<file path="config.mk">
export PLATFORM = sky130hd
export DESIGN_NAME = tt_slot_sequencer
export DESIGN_NICKNAME = d
export VERILOG_FILES = /design/src/rtl/tt_slot_sequencer.sv
export SDC_FILE = /design/constraint.sdc
export NUM_CORES = 1
export LEC_CHECK = 0
export CORE_MARGIN = 2
export CORE_UTILIZATION = 37
export DETAILED_ROUTE_END_ITERATION = 16
export GPL_TIMING_DRIVEN = 0
export PLACE_DENSITY = 0.76
export REMOVE_ABC_BUFFERS = 1
export SLEW_MARGIN = 20
export SYNTH_ARGS = -nofsm -noshare
export SYNTH_HDL_FRONTEND = slang
export SYNTH_SLANG_ARGS = --single-unit
</file>
<file path="constraint.sdc">
create_clock -name clk -period 1.7 [get_ports clk]
set_clock_uncertainty 0.1 [all_clocks]
set_input_delay 0.255 -clock clk [delete_from_list [all_inputs] [get_ports clk]]
set_output_delay 0.255 -clock clk [all_outputs]
set_load 0.01 [all_outputs]
</file>
<file path="src/rtl/tt_slot_sequencer.sv">
// Upstream driver for one project-wrapper slot: sequences OFF/RESET/RUN, divides the
// project clock, drives the registered input bus and gates the registered return bus.
module tt_slot_sequencer #(
    parameter int RST_CYCLES = 8,
    parameter int DIV_W      = 4
) (
    input  logic             clk,
    input  logic             rst,
    input  logic             cmd_start,
    input  logic             cmd_stop,
    input  logic [DIV_W-1:0] clk_div,
    input  logic [7:0]       ui_in,
    input  logic [7:0]       uio_in,
    output logic             ena,
    output logic [17:0]      iw,
    input  logic [23:0]      ow,
    output logic [7:0]       uo_out,
    output logic [7:0]       uio_out,
    output logic [7:0]       uio_oe,
    output logic             running,
    output logic [1:0]       state_dbg
);

    localparam int RC_W = $clog2(RST_CYCLES + 1);

    typedef enum logic [1:0] {
        ST_OFF   = 2'd0,
        ST_RESET = 2'd1,
        ST_RUN   = 2'd2
    } state_t;

    state_t           state_q, state_d;
    logic             pclk_q, pclk_d;
    logic [DIV_W-1:0] divcnt_q, divcnt_d;
    logic [RC_W-1:0]  rstcnt_q, rstcnt_d;
    logic             ena_q, ena_d;
    logic             running_q, running_d;
    logic [17:0]      iw_q, iw_d;
    logic [23:0]      ret_q, ret_d;

    always_comb begin
        state_d  = state_q;
        pclk_d   = pclk_q;
        divcnt_d = divcnt_q;
        rstcnt_d = rstcnt_q;
        if (cmd_stop) begin
            state_d  = ST_OFF;
            pclk_d   = 1'b0;
            divcnt_d = '0;
            rstcnt_d = '0;
        end else if (cmd_start) begin
            state_d  = ST_RESET;
            pclk_d   = 1'b0;
            divcnt_d = '0;
            rstcnt_d = '0;
        end else if (state_q != ST_OFF) begin
            if (divcnt_q == clk_div) begin
                pclk_d   = ~pclk_q;
                divcnt_d = '0;
                // Count rising edges; release reset only on a falling update.
                if (state_q == ST_RESET) begin
                    if (!pclk_q) begin
                        rstcnt_d = rstcnt_q + RC_W'(1);
                    end else if (rstcnt_q == RC_W'(RST_CYCLES)) begin
                        state_d = ST_RUN;
                    end
                end
            end else begin
                divcnt_d = divcnt_q + DIV_W'(1);
            end
        end

        ena_d     = (state_d != ST_OFF);
        running_d = (state_d == ST_RUN);
        iw_d      = ena_d ? {uio_in, ui_in, running_d, pclk_d} : 18'd0;
        // Return data only passes while the slot is running.
        ret_d     = running_d ? ow : 24'd0;
    end

    always_ff @(posedge clk or posedge rst) begin
        if (rst) begin
            state_q   <= ST_OFF;
            pclk_q    <= 1'b0;
            divcnt_q  <= '0;
            rstcnt_q  <= '0;
            ena_q     <= 1'b0;
            running_q <= 1'b0;
            iw_q      <= '0;
            ret_q     <= '0;
        end else begin
            state_q   <= state_d;
            pclk_q    <= pclk_d;
            divcnt_q  <= divcnt_d;
            rstcnt_q  <= rstcnt_d;
            ena_q     <= ena_d;
            running_q <= running_d;
            iw_q      <= iw_d;
            ret_q     <= ret_d;
        end
    end

    assign ena       = ena_q;
    assign iw        = iw_q;
    assign uo_out    = ret_q[7:0];
    assign uio_out   = ret_q[15:8];
    assign uio_oe    = ret_q[23:16];
    assign running   = running_q;
    assign state_dbg = state_q;

endmodule

</file>
==> summary.md <==
| Metric | Value |
|---|---|
| Run status | `finished with violations` |
| Violated checks | `setup timing` |
| Sequential area share after synthesis | `66.4%` |
| Remaining routing DRC violations | `0` |
| Post-Place Cell Area | `0.00304 sq mm` |
| Insertion delay of the later-clocked pin in the worst-skew pair | `300 ps` |
| Area share of the largest cell type after synthesis | `66.4%` |
| Final hold viol count | `0` |
| Fmax | `570 MHz` |
| Die H | `78.2 um` |
| Critical path, cell by cell | `clkdlybuf4s50_1 -> xnor2_2 -> nand4_1 -> buf_4 -> or4_4 -> a21oi_2` |
| Final antenna diode count | `0` |
| Pin count of the biggest net entering global routing | `29` |
| Worst path slowest cell | `clkdlybuf4s50_1` |
| Root Buffer Master | `clkbuf_8` |
| Number of buffers and inverters on the critical path | `2` |
| Total instance count after detailed placement | `323` |
| DP HPWL | `3.21 mm` |
| Average cell area after synthesis | `12.2 sq um` |
| Power density over the cells | `740 mW/mm^2` |
| Sequential fraction of design power | `53.6%` |
| Number of input and output port buffers inserted | `93` |
| Routed wire length | `4.81 mm` |
| Width of the die | `78.2 um` |
| Antenna violations before repair | `0` |
| Number of clock sinks seen by CTS | `54` |
| Int Pwr | `1950 uW` |
| Remaining Overflow, GRT | `0` |
| Antenna-violating nets left | `0` |
| Average via count per standard cell | `4.76` |
| Maximum fanout encountered on the critical timing path | `6` |
| Layout cell share with drive strength beyond 1 | `14.5%` |
| Number of primary I/O pins | `94` |
| Synth Instances | `167` |
| Part of the cycle the worst path needs | `103%` |
| Clk buf depth | `2` |
| Most frequent cells in the layout | `clkdlybuf4s50_1, dfrtp_1, and3_1` |
| Finish-stage setup viols | `3` |
| Number of filler cells placed in the layout | `435` |
| Arrival time of the worst setup path | `1880 ps` |
| Overall power of the completed layout | `2450 uW` |
| Max H-tree Level | `2` |
| Area of the placeable core | `0.00541 sq mm` |
| Drt wl/cell | `14.1 um` |
| Number of pins exceeding their max-slew limit in the final report | `0` |
| Net load switching power | `503 uW` |
| Time the final worst path needs with I/O delays and setup | `1760 ps` |
| FP Rows | `27` |
| Starting Density | `37.7%` |
| Remaining max-slew budget at the tightest pin | `62.2%` |
| Min Hold Slack | `223 ps` |
| Critical path startpoint category | `primary input` |
| Cell type group with the largest total delay on the critical path | `buffers and inverters` |
| Commonest non-fill, non-tap cell in the layout | `clkdlybuf4s50_1` |
| Hold buffer count at CTS | `0` |
| Switching fraction of total power | `20.5%` |
| TritonRoute pass-1 iters | `4` |
| Worst EP required | `1830 ps` |
| Die area | `0.00611 sq mm` |
| Setup TNS | `-95.6 ps` |
| RSZ-0062 raised after global routing | `yes` |
| Distinct cell type count after synthesis | `32` |
| Netlist Area Pre-Place | `0.00204 sq mm` |
| Crit. End Element | `flop` |
| CTS tree | `done` |
| Worst-margin pin slew | `566 ps` |
| Critical Path Max Stage Delay | `500 ps` |
| Area growth syn-to-layout | `62.9%` |
| Worst Hold Class | `in2async` |
| Overall track demand over capacity in global routing | `15.6%` |
| Yosys synthesis warning count | `0` |
| Largest cells by area after synthesis | `dfrtp_1, and3_1, and2_1, a21oi_1, ha_1` |
| Class of the most critical setup path | `in2reg` |
| Number of buffers added by the clock tree synthesis step | `5` |
| Routability-driven placement congestion ratio | `0.743` |
| Clock slew at the register clock pins of the worst setup and hold paths | `90 ps` |
| Combinational share of power | `11.5%` |
| Number of DRC violations after detailed-routing iteration 0 | `53` |
| Non-filler instance count after layout | `341` |
| Yosys top cell by area | `dfrtp_1` |
| Share of total power in the clock network | `34.9%` |
| Peak ir drop on the vdd network | `0.000492 V` |
| Fin worst setup slack | `-55.2 ps` |
| Post-Layout Inst Area | `0.00332 sq mm` |
| Leak | `0.00154 uW` |
| Vias in the first global route | `1552` |
| Max-cap viol count | `0` |
| Total number of vias | `1623` |
| Final Net Count | `320` |
| Synthesized flop and latch total | `54` |
| Global-route wire length before repair | `7.38 mm` |
==> path summary, 6_finish.rpt <==
kind                                                end  slack [ps]  cells past startpoint                    start
worst max-delay path            rstcnt_q[2]$_DFFE_PP0P_         -60                      6               clk_div[2]
worst min-delay path            rstcnt_q[3]$_DFFE_PP0P_         220                      2                      rst
worst max register to register  rstcnt_q[2]$_DFFE_PP0P_         -50                      5  divcnt_q[2]$_DFFE_PP0N_
worst min register to register  rstcnt_q[3]$_DFFE_PP0P_         480                      2  rstcnt_q[3]$_DFFE_PP0P_
max in group asynchronous              pclk_q$_DFF_PP0_         730                      3                      rst
min in group clk                        iw[8]$_DFF_PP0_         400                      2                 ui_in[6]
==> cell usage after synthesis <==
cell type and number:
dfrtp_1 54, and3_1 24, and2_1 17, a21oi_1 9
clkbuf_1 8, nand2_1 6, inv_1 5, nor2_1 5
or4_1 4, xnor2_1 4, ha_1 3, nand3_1 3
o31ai_1 3, o211ai_1 2, o21ai_0 2, or3_1 2
a21boi_1 1, a21o_2 1, a31o_2 1, a31oi_1 1
and2b_2 1, and4_1 1, buf_4 1, clkbuf_2 1
inv_2 1, nand3b_1 1, nand4_1 1, nand4b_1 1
nor2b_1 1, nor3b_1 1, or2_2 1, or3_2 1
==> layer usage <==
layer | track usage, % | part of all wire [%] | vias up
met5 | 0 | 0 | -
met2 | 27.0 | 52 | 51
met1 | 17.7 | 39 | 791
li1 | - | - | 774
met3 | 5.52 | 7.1 | 7
met4 | 5.79 | 1.6 | 0
==> metrics by stage <==
stage	setup slack [ps]	util, %
4_1_cts	-47.6	59.9
3_3_place_gp	-948	55.8
5_1_grt	-119	61.3
6_report	-55.2	61.3
2_1_floorplan	-72.6	-
3_5_place_dp	-600	56.2
==> power by group through the flow <==
| stage | clock network (uW) | registers, uW | logic [uW] |
|---|---|---|---|
| detailed placement | 0 | 1340 | 262 |
| floorplan | 0 | 1350 | 68.2 |
| global placement | 0 | 1340 | 252 |
| finish | 857 | 1320 | 282 |
| global route | 931 | 1320 | 308 |
| CTS | 890 | 1320 | 275 |
==> area by class of cell <==
cell class | instances | area [sq um] | area share [%]
Sequential cell | 54 | 1350 | 40.8
Timing Repair Buffer | 104 | 1030 | 30.9
Multi-Input combinational cell | 98 | 711 | 21.4
Tap cell | 72 | 90.1 | 2.72
Clock buffer | 6 | 82.6 | 2.49
Clock inverter | 1 | 30.0 | 0.906
Inverter | 6 | 22.5 | 0.679
==> sequential cells by signal, indices dropped and copies added (netlist names) <==
signal,count
iw,18
rstcnt_q,4
ret_q,24
divcnt_q,4
pclk_q,1
ena,1
state_dbg,2
==> what timing repair did <==
item	4_1_cts	5_1_grt
cloned	0	1
buffers inserted	7	3
endpoints found under the setup margin	47	33
pin swaps	6	4
resized for setup	8	11
==> logic make-up after synthesis <==
group                    count (synthesis)  share of synthesized area [%]
AO/OA/AOI/OAI                           20                           6.08
flip-flops                              54                           66.4
AND/OR/NAND/NOR                         70                           20.8
buffers and inverters                   16                           3.20
adder cells (fa/ha/maj)                  3                           1.84
XOR/XNOR                                 4                           1.72
Note: power is estimated with default switching activity, not from simulation.
